[config.mk]
export PLATFORM = sky130hd
export DESIGN_NAME = video_timing_gen_cfg
export DESIGN_NICKNAME = d
export VERILOG_FILES = /design/src/rtl/video_timing_pkg.sv /design/src/rtl/video_timing_axis_cnt.sv /design/src/rtl/video_timing_gen_cfg.sv
export SDC_FILE = /design/constraint.sdc
export NUM_CORES = 1
export LEC_CHECK = 0
export CAP_MARGIN = 20
export CORE_MARGIN = 10
export CORE_UTILIZATION = 50
export DETAILED_ROUTE_END_ITERATION = 12
export PLACE_DENSITY_LB_ADDON = 0.1
export SYNTH_ARGS = -nofsm -noshare
export SYNTH_HDL_FRONTEND = slang
export SYNTH_HIERARCHICAL = 1
export SYNTH_SLANG_ARGS = --single-unit
[constraint.sdc]
create_clock -name i_clk -period 7.7 [get_ports i_clk]
set_input_delay 1.54 -clock i_clk [delete_from_list [all_inputs] [get_ports i_clk]]
set_output_delay 1.54 -clock i_clk [all_outputs]
set_load 0.005 [all_outputs]
[src/rtl/video_timing_pkg.sv]
// Shared types and standard raster mode constants for the video timing generator.
// Pure declarations: no latency, no backpressure.
package video_timing_pkg;

    localparam int CNT_W_DEF = 12;

    typedef enum logic {
        ST_IDLE = 1'b0,
        ST_RUN  = 1'b1
    } state_t;

    typedef struct packed {
        logic [15:0] active;
        logic [15:0] fp;
        logic [15:0] sync;
        logic [15:0] bp;
    } axis_mode_t;

    localparam axis_mode_t H_1080P = '{active: 16'd1920, fp: 16'd88,  sync: 16'd44,  bp: 16'd148};
    localparam axis_mode_t V_1080P = '{active: 16'd1080, fp: 16'd4,   sync: 16'd5,   bp: 16'd36};
    localparam axis_mode_t H_720P  = '{active: 16'd1280, fp: 16'd110, sync: 16'd40,  bp: 16'd220};
    localparam axis_mode_t V_720P  = '{active: 16'd720,  fp: 16'd5,   sync: 16'd5,   bp: 16'd20};
    localparam axis_mode_t H_XGA   = '{active: 16'd1024, fp: 16'd24,  sync: 16'd136, bp: 16'd160};
    localparam axis_mode_t V_XGA   = '{active: 16'd768,  fp: 16'd3,   sync: 16'd6,   bp: 16'd29};
    localparam axis_mode_t H_SVGA  = '{active: 16'd800,  fp: 16'd40,  sync: 16'd128, bp: 16'd88};
    localparam axis_mode_t V_SVGA  = '{active: 16'd600,  fp: 16'd1,   sync: 16'd4,   bp: 16'd23};
    localparam axis_mode_t H_VGA   = '{active: 16'd640,  fp: 16'd16,  sync: 16'd96,  bp: 16'd48};
    localparam axis_mode_t V_VGA   = '{active: 16'd480,  fp: 16'd10,  sync: 16'd2,   bp: 16'd33};

    function automatic int axis_total(input axis_mode_t m);
        return int'(m.active) + int'(m.fp) + int'(m.sync) + int'(m.bp);
    endfunction

endpackage

[src/rtl/video_timing_axis_cnt.sv]
// One raster axis: segment counter (sync, back porch, active, front porch) with decoded flags.
// Flags are combinational from the count register; advances only when i_adv, no backpressure.
module video_timing_axis_cnt #(
    parameter int CNT_W = 12
) (
    input  logic             i_clk,
    input  logic             i_rst_n,
    input  logic             i_clr,
    input  logic             i_adv,
    input  logic [CNT_W-1:0] i_sync,
    input  logic [CNT_W-1:0] i_bp,
    input  logic [CNT_W-1:0] i_active,
    input  logic [CNT_W-1:0] i_fp,
    output logic [CNT_W-1:0] o_cnt,
    output logic [CNT_W-1:0] o_idx,
    output logic             o_sync,
    output logic             o_active,
    output logic             o_wrap
);
    localparam logic [CNT_W-1:0] ONE = CNT_W'(1);

    logic [CNT_W-1:0] act_start;
    logic [CNT_W-1:0] act_end;
    logic [CNT_W-1:0] total_m1;

    assign act_start = i_sync + i_bp;
    assign act_end   = act_start + i_active;
    assign total_m1  = act_end + i_fp - ONE;

    assign o_sync   = (o_cnt < i_sync);
    assign o_active = (o_cnt >= act_start) && (o_cnt < act_end);
    assign o_wrap   = (o_cnt == total_m1);
    assign o_idx    = o_cnt - act_start;

    always_ff @(posedge i_clk or negedge i_rst_n) begin
        if (!i_rst_n) begin
            o_cnt <= '0;
        end else if (i_clr) begin
            o_cnt <= '0;
        end else if (i_adv) begin
            o_cnt <= o_wrap ? '0 : o_cnt + ONE;
        end
    end

endmodule

[src/rtl/video_timing_gen_cfg.sv]
// Run-time configurable video timing generator: HS/VS/DE, pixel positions, lead-adjustable pixel request.
// All outputs registered one cycle after their counter state; no backpressure, config applied at frame boundaries.
module video_timing_gen_cfg
    import video_timing_pkg::*;
#(
    parameter int CNT_W        = CNT_W_DEF,
    parameter int REQ_LEAD     = 1,
    parameter int DEF_H_ACTIVE = int'(H_720P.active),
    parameter int DEF_H_FP     = int'(H_720P.fp),
    parameter int DEF_H_SYNC   = int'(H_720P.sync),
    parameter int DEF_H_BP     = int'(H_720P.bp),
    parameter int DEF_V_ACTIVE = int'(V_720P.active),
    parameter int DEF_V_FP     = int'(V_720P.fp),
    parameter int DEF_V_SYNC   = int'(V_720P.sync),
    parameter int DEF_V_BP     = int'(V_720P.bp),
    parameter bit DEF_HS_POL   = 1'b1,
    parameter bit DEF_VS_POL   = 1'b1
) (
    input  logic             i_clk,
    input  logic             i_rst_n,
    input  logic             i_en,
    input  logic [CNT_W-1:0] i_cfg_h_active,
    input  logic [CNT_W-1:0] i_cfg_h_fp,
    input  logic [CNT_W-1:0] i_cfg_h_sync,
    input  logic [CNT_W-1:0] i_cfg_h_bp,
    input  logic [CNT_W-1:0] i_cfg_v_active,
    input  logic [CNT_W-1:0] i_cfg_v_fp,
    input  logic [CNT_W-1:0] i_cfg_v_sync,
    input  logic [CNT_W-1:0] i_cfg_v_bp,
    input  logic             i_cfg_hs_pol,
    input  logic             i_cfg_vs_pol,
    input  logic             i_cfg_valid,
    output logic             o_cfg_pending,
    output logic             o_cfg_err,
    output logic             o_hs,
    output logic             o_vs,
    output logic             o_de,
    output logic             o_data_req,
    output logic [CNT_W-1:0] o_x_pos,
    output logic [CNT_W-1:0] o_y_pos,
    output logic             o_line_start,
    output logic             o_frame_start,
    output logic [15:0]      o_frame_cnt,
    output logic [CNT_W-1:0] o_h_active,
    output logic [CNT_W-1:0] o_v_active
);
    typedef struct packed {
        logic [CNT_W-1:0] h_active, h_fp, h_sync, h_bp;
        logic [CNT_W-1:0] v_active, v_fp, v_sync, v_bp;
        logic             hs_pol, vs_pol;
    } cfg_t;

    localparam cfg_t DEF_CFG = '{
        h_active: CNT_W'(DEF_H_ACTIVE), h_fp: CNT_W'(DEF_H_FP),
        h_sync:   CNT_W'(DEF_H_SYNC),   h_bp: CNT_W'(DEF_H_BP),
        v_active: CNT_W'(DEF_V_ACTIVE), v_fp: CNT_W'(DEF_V_FP),
        v_sync:   CNT_W'(DEF_V_SYNC),   v_bp: CNT_W'(DEF_V_BP),
        hs_pol:   DEF_HS_POL,           vs_pol: DEF_VS_POL
    };
    localparam logic [CNT_W-1:0] LEAD = CNT_W'(REQ_LEAD);

    state_t           state;
    cfg_t             cur, shadow, req_cfg;
    logic [CNT_W+1:0] h_tot_req, v_tot_req;
    logic             cfg_ok, run, frame_end, apply;
    logic [CNT_W-1:0] h_cnt, v_cnt, h_idx, v_idx, hsb, req_lo, req_hi;
    logic             h_sync, v_sync, h_act, v_act, h_wrap, v_wrap, h_req;

    assign req_cfg = '{i_cfg_h_active, i_cfg_h_fp, i_cfg_h_sync, i_cfg_h_bp,
                       i_cfg_v_active, i_cfg_v_fp, i_cfg_v_sync, i_cfg_v_bp,
                       i_cfg_hs_pol, i_cfg_vs_pol};

    // Totals are summed two bits wider so an overflowing request is detectable.
    assign h_tot_req = (CNT_W+2)'(i_cfg_h_active) + (CNT_W+2)'(i_cfg_h_fp)
                     + (CNT_W+2)'(i_cfg_h_sync) + (CNT_W+2)'(i_cfg_h_bp);
    assign v_tot_req = (CNT_W+2)'(i_cfg_v_active) + (CNT_W+2)'(i_cfg_v_fp)
                     + (CNT_W+2)'(i_cfg_v_sync) + (CNT_W+2)'(i_cfg_v_bp);
    assign cfg_ok = (|i_cfg_h_active) && (|i_cfg_h_sync) && (|i_cfg_v_active) && (|i_cfg_v_sync)
                 && (h_tot_req[CNT_W+1:CNT_W] == 2'b00) && (v_tot_req[CNT_W+1:CNT_W] == 2'b00);

    assign run       = (state == ST_RUN);
    assign frame_end = run && h_wrap && v_wrap;
    assign apply     = o_cfg_pending && (!run || frame_end);

    // Request window is the active window shifted earlier; the lead never exceeds sync+bp.
    assign hsb    = cur.h_sync + cur.h_bp;
    assign req_lo = hsb - LEAD;
    assign req_hi = hsb + cur.h_active - LEAD;
    assign h_req  = (h_cnt >= req_lo) && (h_cnt < req_hi);

    assign o_h_active = cur.h_active;
    assign o_v_active = cur.v_active;

    video_timing_axis_cnt #(.CNT_W(CNT_W)) u_h_cnt (
        .i_clk(i_clk), .i_rst_n(i_rst_n), .i_clr(!run), .i_adv(1'b1),
        .i_sync(cur.h_sync), .i_bp(cur.h_bp), .i_active(cur.h_active), .i_fp(cur.h_fp),
        .o_cnt(h_cnt), .o_idx(h_idx), .o_sync(h_sync), .o_active(h_act), .o_wrap(h_wrap)
    );

    video_timing_axis_cnt #(.CNT_W(CNT_W)) u_v_cnt (
        .i_clk(i_clk), .i_rst_n(i_rst_n), .i_clr(!run), .i_adv(h_wrap),
        .i_sync(cur.v_sync), .i_bp(cur.v_bp), .i_active(cur.v_active), .i_fp(cur.v_fp),
        .o_cnt(v_cnt), .o_idx(v_idx), .o_sync(v_sync), .o_active(v_act), .o_wrap(v_wrap)
    );

    always_ff @(posedge i_clk or negedge i_rst_n) begin
        if (!i_rst_n) begin
            state         <= ST_IDLE;
            cur           <= DEF_CFG;
            shadow        <= DEF_CFG;
            o_cfg_pending <= 1'b0;
            o_cfg_err     <= 1'b0;
            o_hs          <= ~DEF_HS_POL;
            o_vs          <= ~DEF_VS_POL;
            o_de          <= 1'b0;
            o_data_req    <= 1'b0;
            o_x_pos       <= '0;
            o_y_pos       <= '0;
            o_line_start  <= 1'b0;
            o_frame_start <= 1'b0;
            o_frame_cnt   <= 16'd0;
        end else begin
            o_cfg_err <= i_cfg_valid && !cfg_ok;
            if (apply) cur <= shadow;
            // A strobe on the apply cycle wins: old shadow goes live, new one waits.
            if (i_cfg_valid && cfg_ok) begin
                shadow        <= req_cfg;
                o_cfg_pending <= 1'b1;
            end else if (apply) begin
                o_cfg_pending <= 1'b0;
            end
            if (frame_end) o_frame_cnt <= o_frame_cnt + 16'd1;

            case (state)
                ST_IDLE: if (i_en) state <= ST_RUN;
                ST_RUN:  if (frame_end && !i_en) state <= ST_IDLE;
                default: state <= ST_IDLE;
            endcase

            o_hs          <= (run && h_sync) ? cur.hs_pol : ~cur.hs_pol;
            o_vs          <= (run && v_sync) ? cur.vs_pol : ~cur.vs_pol;
            o_de          <= run && h_act && v_act;
            o_data_req    <= run && h_req && v_act;
            o_x_pos       <= (run && h_act && v_act) ? h_idx : '0;
            o_y_pos       <= (run && v_act) ? v_idx : '0;
            o_line_start  <= run && (h_cnt == '0);
            o_frame_start <= run && (h_cnt == '0) && (v_cnt == '0);
        end
    end

endmodule
==> results of run 1 <==
## logic make-up after synthesis
| group | after synthesis |
|---|---|
| xor gates and xnor gates | 160 |
| other | 1 |
| AOI/OAI and AO/OA | 318 |
| muxes | 199 |
| and+or+nand+nor | 338 |
| buffers and inverters | 231 |
| DFF | 269 |
| adders and majority gates | 284 |
## metal layers
layer | vias up | share of wire [%] | track usage [%]
met4 | 0 | 1.4 | 3.78
li1 | 6683 | - | -
met3 | 42 | 5.7 | 3.70
met5 | - | 0 | 0
met2 | 299 | 42 | 30.5
met1 | 6848 | 51 | 31.6
## final cells by class
cell class	instances	area share (%)
flip-flops and latches	269	30.0
repair buffers	180	8.01
clock inverters	16	0.835
clock buffers	42	3.92
multi-input cells	1306	51.5
inverters	174	2.89
well taps	518	2.86
## power by group through the flow
stage          Clock (W)  Sequential [W]  Combinational (W)
2_1_floorplan          0         0.00192            0.00153
3_3_place_gp           0         0.00204            0.00200
3_5_place_dp           0         0.00205            0.00205
4_1_cts          0.00155         0.00202            0.00207
5_1_grt          0.00161         0.00207            0.00231
6_report         0.00152         0.00203            0.00205
## worst paths after layout
kind                                               to  slack (ns)                        from  cells after the start
max                         o_v_active[3]$_DFFE_PN0P_        0.82         cur[62]$_DFFE_PN0P_                     27
min                        o_frame_cnt[9]$_DFFE_PN0P_        0.50  o_frame_cnt[9]$_DFFE_PN0P_                      1
max reg2reg                 o_v_active[3]$_DFFE_PN0P_        0.82         cur[62]$_DFFE_PN0P_                     27
min reg2reg                o_frame_cnt[9]$_DFFE_PN0P_        0.50  o_frame_cnt[9]$_DFFE_PN0P_                      1
max in group asynchronous  o_frame_cnt[2]$_DFFE_PN0P_        5.34                     i_rst_n                      2
min in group asynchronous        o_y_pos[2]$_DFF_PN0_        1.00                     i_rst_n                      1
## per-stage QoR
| step | instance area (µm²) | worst slack [ns] | utilization [%] | hold WS (ns) |
|---|---|---|---|---|
| floorplan | 19400 | 1.18 | - | 0.468 |
| global placement | 21600 | 1.07 | 56.1 | 0.479 |
| detailed placement | 21600 | 0.882 | 56.1 | 0.480 |
| CTS | 22600 | 0.846 | 58.9 | 0.498 |
| global route | 22600 | 0.0426 | 58.9 | 0.513 |
| finish | 22600 | 0.823 | 58.9 | 0.498 |
## registers in the layout, summed over array words and instances, names as in the netlist, 12 cells and up
signal         count
u_h_cnt/o_cnt     12
u_v_cnt/o_cnt     12
o_v_active        12
shadow            98
o_frame_cnt       16
o_h_active        12
cur               74
o_x_pos           12
o_y_pos           12
## cells in the mapped netlist (27+ instances only)
cell type,count
a21oi_1,90
xor2_1,57
and3_1,30
nor3_1,28
nand3_1,27
nor4_1,30
xnor2_1,99
ha_1,226
nand2_1,61
fa_1,56
nor2_1,56
o21ai_0,65
dfrtp_1,217
dfstp_2,52
inv_1,173
a21o_1,53
mux2_2,189
==> flow_summary.toml, run 1 <==
[logic_synthesis]
ys_seq_elements = 269
synth-main-ff-cell = "dfrtp_1"
synth_area_leaders = "dfrtp_1 (28%), ha_1 (15%), mux2_2 (11%)"
synth-edff-count = 0
synthCells = 1800
synth_top_area_cell = "dfrtp_1"
synth_compound_area_share_pct = 10.9
ys_types = 75
synthArstFlopShare_pct = 100
synth_top_area_share_pct = 28.0
muxShareOfSynthArea_pct = 11.7
synth-simple-area-share_pct = 9.31
synth_top_family_by_area = "adder cells"
avgSynthCellArea_um2 = 10.8
syn-cell-area_um2 = 19400
seq_area_frac_synth_pct = 35.0
synth-xor-area-share_pct = 7.41
yosysWarnings = 6
synth_fa_ha_area_share_pct = 20.5

[power_and_ir_drop]
combPwrFrac_pct = 36.6
seq_power_share_pct = 36.2
power_switching_w = 0.00185
clkPwrFrac_pct = 27.2
total_power_w = 0.00560
sw_frac_of_total_pct = 33.0
internal-power_w = 0.00375
p_leak_nw = 10.7
ir_drop_mv = 0.164
power_density_nw_per_um2 = 247

[cells_and_area]
fillers = 3301
multiInputGateArea_um2 = 11600
drive_gt1_share_pct = 17.5
layout.nets = 2346
layout_commonest_cell = "ha_1"
sequential_cell_area_um2 = 6800
area.growth.synth_to_final_pct = 16.7
diodes = 0
layout_common_cells = "ha_1 (226), dfrtp_1 (217), mux2_2 (189)"
final_cells = 2505

[global_route]
grt_overflow = 0
grt_pass1_wl_um = 78500
grt_max_degree = 165
antenna_found_initial = 0
grt_pass1_vias = 14000
track_usage_pct = 20.8

[sta]
tns_ns = 0
clock.fmax_mhz = 145
skew_ns = 0.0127
hold_violations = 0
finalCritPeriodShare_pct = 89.3
tightest_slew_ns = 0.868
relSlewSlack_pct = 42.1
timing.final.crit_period_ns = 6.88
slew_violations = 0
rsz0062_at_grt = "false"
setup_viol = 0

[setup_path]
path_class = "reg2reg"
cp_data_required_time_ns = 8.16
path_buf_inv = 1
worstSetupEndpointType = "flop"
path_max_fanout = 98
crit_family = "compound AO/OA/AOI/OAI gates"
critPathLaunchType = "flop"
cp_slowest_cell = "buf_12"
cp.arrival_ns = 7.34
cpPeakStageDelay_ns = 0.42
cp_common_cell = "a21oi_1"

[placement]
dp_cells = 2447
portBuffers = 173
gp_congestion = 0.879
dpl.hpwl_um = 39800

[drt]
drt_iter0_drc = 847
wl_um = 49300
wire_per_inst_um = 19.7
drc = 0
vias_per_cell = 5.54
vias = 13900
drtAntennaViolNets = 0
drt_first_pass_iters = 5

[clocking]
cts-hold-fix-buffers = 0
clock_sinks = 269
cts_buffers = 31
path_clk_slew_ns = 0.06
cts_tree = "yes"
insertion_delay_ns = 0.58
postCtsSetupBuffers = 0
cts.htree.levels = 1
postCtsResizedCells = 0
clockBufferDepth = 3
cts_root_buffer = "clkbuf_16"

[job]
cap_violations = 0

[status]
status = "complete, no violations"

[die]
die_x_um = 217
fp-row-count = 72
coreArea_um2 = 38500
die_area_um2 = 47100
die_y_um = 217
start_util_pct = 50.4
num_io_pins = 174

[worst_hold_path]
hp-class = "reg2reg"
No activity file was read; power rests on OpenSTA's default activity.
==> run 2: changes to the inputs <==
--- a/config.mk
+++ b/config.mk
@@ -12,5 +12,4 @@
 export PLACE_DENSITY_LB_ADDON = 0.1
 export SYNTH_ARGS = -nofsm -noshare
 export SYNTH_HDL_FRONTEND = slang
-export SYNTH_HIERARCHICAL = 1
 export SYNTH_SLANG_ARGS = --single-unit
==> constraint.sdc (replaced) <==
create_clock -name i_clk -period 6.7 [get_ports i_clk]
set_input_delay 1.34 -clock i_clk [delete_from_list [all_inputs] [get_ports i_clk]]
set_output_delay 1.34 -clock i_clk [all_outputs]
set_load 0.005 [all_outputs]
==> run 2 against run 1 <==
- register-to-register slack worse by 0.44 ns
- power down 2.2%
- largest power group is now registers
- clock-buffer cell count stayed put
- sequential cell count unchanged
- critical path depth increased by 3
- first-iteration DRC count down 33%
- global-route usage shrank 0.32 points
- clock skew increased by 0.022 ns
- setup slack got worse by 0.44 ns
- utilization increased by 1.1 points
==> flow_summary.toml, run 2 <==
[cells_and_area]
fillers = 3048
sequential_cell_area_um2 = 6800
post-route-util_pct = 60.0
reg.largest.list = "shadow: 98 flops, cur: 74 flops, o_frame_cnt: 16 flops"
regMostFlops = "shadow"
layout_commonest_cell = "dfrtp_1"
multiInputGateArea_um2 = 10800
layout_common_cells = "dfrtp_1 (217), ha_1 (204), mux2_2 (178)"
largest_reg_flops = 98
layout.nets = 2217
area.growth.synth_to_final_pct = 18.7
drive_gt1_share_pct = 18.9

[sta]
setup_viol = 0
tightest_slew_ns = 0.997
setup_ws_ns = 0.380
skew_ns = 0.0344
slew_violations = 0
clock.fmax_mhz = 158
hold_violations = 0
timing.final.crit_period_ns = 6.32
relSlewSlack_pct = 33.6
finalCritPeriodShare_pct = 94.3

[clocking]
cts_root_buffer = "clkbuf_16"
clock_sinks = 269
cts_buffers = 31
cts_tree = "yes"
cts.htree.levels = 1
cts-hold-fix-buffers = 0
clockBufferDepth = 3
insertion_delay_ns = 0.59
path_clk_slew_ns = 0.06

[power_and_ir_drop]
power_density_nw_per_um2 = 250
seq_power_share_pct = 42.4
ir_drop_mv = 0.207
combPwrFrac_pct = 24.3
power_switching_w = 0.00161
internal-power_w = 0.00386
p_leak_nw = 10.3
total_power_w = 0.00547
sw_frac_of_total_pct = 29.4
clkPwrFrac_pct = 33.3

[logic_synthesis]
synth_top_area_share_pct = 29.4
synth_common_cells = "dfrtp_1 (217), ha_1 (205), mux2_2 (178)"
seq_area_frac_synth_pct = 36.8
syn-num-nets = 2042
ys_seq_elements = 269
syn-cell-area_um2 = 18500
avgSynthCellArea_um2 = 11.0
yosysWarnings = 0
synth_top_area_cell = "dfrtp_1"
synth-main-ff-cell = "dfrtp_1"
synth-edff-count = 0
synth_area_leaders = "dfrtp_1 (29%), ha_1 (14%), mux2_2 (11%)"
synthCells = 1681
synthArstFlopShare_pct = 100
ys_types = 70
yosysMostFrequentCell = "dfrtp_1"

[drt]
drt_first_pass_iters = 4
drtAntennaViolNets = 0
vias = 12900
drc = 0
vias_per_cell = 5.49
drt_iter0_drc = 568
wire_per_inst_um = 19.5
wl_um = 45800

[setup_path]
critPathLaunchType = "flop"
cp_slowest_cell = "dfrtp_1"
path_max_fanout = 24
rr_worst_depth = 30
path_class = "reg2reg"
startpoint = "cur[62]$_DFFE_PN0P_"
cp_common_cell = "ha_1"
worstSetupEndpointType = "flop"
cp_data_required_time_ns = 7.15
cp.arrival_ns = 6.77
cpPeakStageDelay_ns = 0.41
r2r-start = "cur[62]$_DFFE_PN0P_"

[worst_hold_path]
min_from = "o_frame_cnt[15]$_DFFE_PN0P_"
holdPathStages = 1
hp-class = "reg2reg"

[global_route]
grt_max_degree = 140
track_usage_pct = 20.5
grt_overflow = 0
antenna_found_initial = 1
grt_pass1_wl_um = 72800
grt_pass1_vias = 13200

[die]
start_util_pct = 50.5
die_x_um = 212
die_area_um2 = 45000
coreArea_um2 = 36500
num_io_pins = 174
fp-row-count = 70
die_y_um = 212

[placement]
dp_slack_ns = -0.229
gp_congestion = 0.847
portBuffers = 173
dpl.hpwl_um = 36200

[job]
cap_violations = 0

[status]
status = "complete, no violations"
run 2: path summary, 6_finish.rpt:
check,endpoint,slack (ns)
setup / recovery,cur[84]$_DFFE_PN0P_,0.38
hold / removal,o_frame_cnt[15]$_DFFE_PN0P_,0.49
setup reg to reg,cur[84]$_DFFE_PN0P_,0.38
hold reg to reg,o_frame_cnt[15]$_DFFE_PN0P_,0.49
max in group asynchronous,shadow[78]$_DFFE_PN0P_,4.46
min in group asynchronous,o_y_pos[0]$_DFF_PN0_,0.88
run 2: per-layer routing:
metal | GRT usage [%] | vias up | routed length, µm
li1 | - | 6251 | -
met1 | 30.7 | 6386 | 23200
met2 | 30.3 | 235 | 19600
met3 | 3.55 | 41 | 2310
met4 | 3.94 | 0 | 666
met5 | 0 | - | 0
run 2: stage by stage:
stage | instance area [µm²] | hold WS (ns) | std cells | setup TNS, ns
global route | 21900 | 0.485 | 2350 | -11.80
CTS | 21700 | 0.481 | 2342 | 0
global placement | 20600 | 0.478 | 2283 | 0
floorplan | 18500 | 0.465 | 1681 | 0
finish | 21900 | 0.485 | 2350 | 0
detailed placement | 20600 | 0.467 | 2283 | -13.32
run 2: timing repair:
action	4_1_cts	5_1_grt
endpoints found under the hold margin	0	0
setup endpoints to repair	109	139
cloned	0	1
buffers inserted	1	6
pin swaps	1	10
resized for setup	2	23
run 2: final cells by class:
cell class / count / share of cell area, %
diodes: 1 / 0.0114
clock buffers: 42 / 3.91
clock inverters: 16 / 1.15
inverters: 169 / 2.90
multi-input cells: 1187 / 49.2
flip-flops and latches: 269 / 31.0
well taps: 468 / 2.67
repair buffers: 198 / 9.13
run 2: cells by family (layout without fill, tap and decap cells):
| family | count (synthesis) | after routing | synth area share (%) |
|---|---|---|---|
| multiplexers | 203 | 203 | 12.8 |
| adder cells (fa/ha/maj) | 259 | 259 | 19.8 |
| AND/OR/NAND/NOR | 320 | 320 | 9.06 |
| buffers and inverters | 225 | 425 | 5.32 |
| AO/OA/AOI/OAI | 273 | 273 | 9.71 |
| flip-flops | 269 | 269 | 36.8 |
| XOR/XNOR | 132 | 132 | 6.56 |
| other | 0 | 1 | 0 |
run 2: power groups by stage:
stage	sequential (W)	clock [W]	combinational (W)
2_1_floorplan	0.00217	0	0.000978
3_3_place_gp	0.00233	0	0.00130
3_5_place_dp	0.00234	0	0.00134
4_1_cts	0.00231	0.00186	0.00135
5_1_grt	0.00236	0.00194	0.00152
6_report	0.00232	0.00182	0.00133
run 2: critical path: cells and delay by family, from the launching register on:
family,cells,cell delay (ns)
compound gates,12,2.24
xor+xnor,1,0.28
fa+ha+maj,5,1.48
buf+inv,4,0.44
flops,1,0.41
mux,1,0.31
simple gates,7,1.02
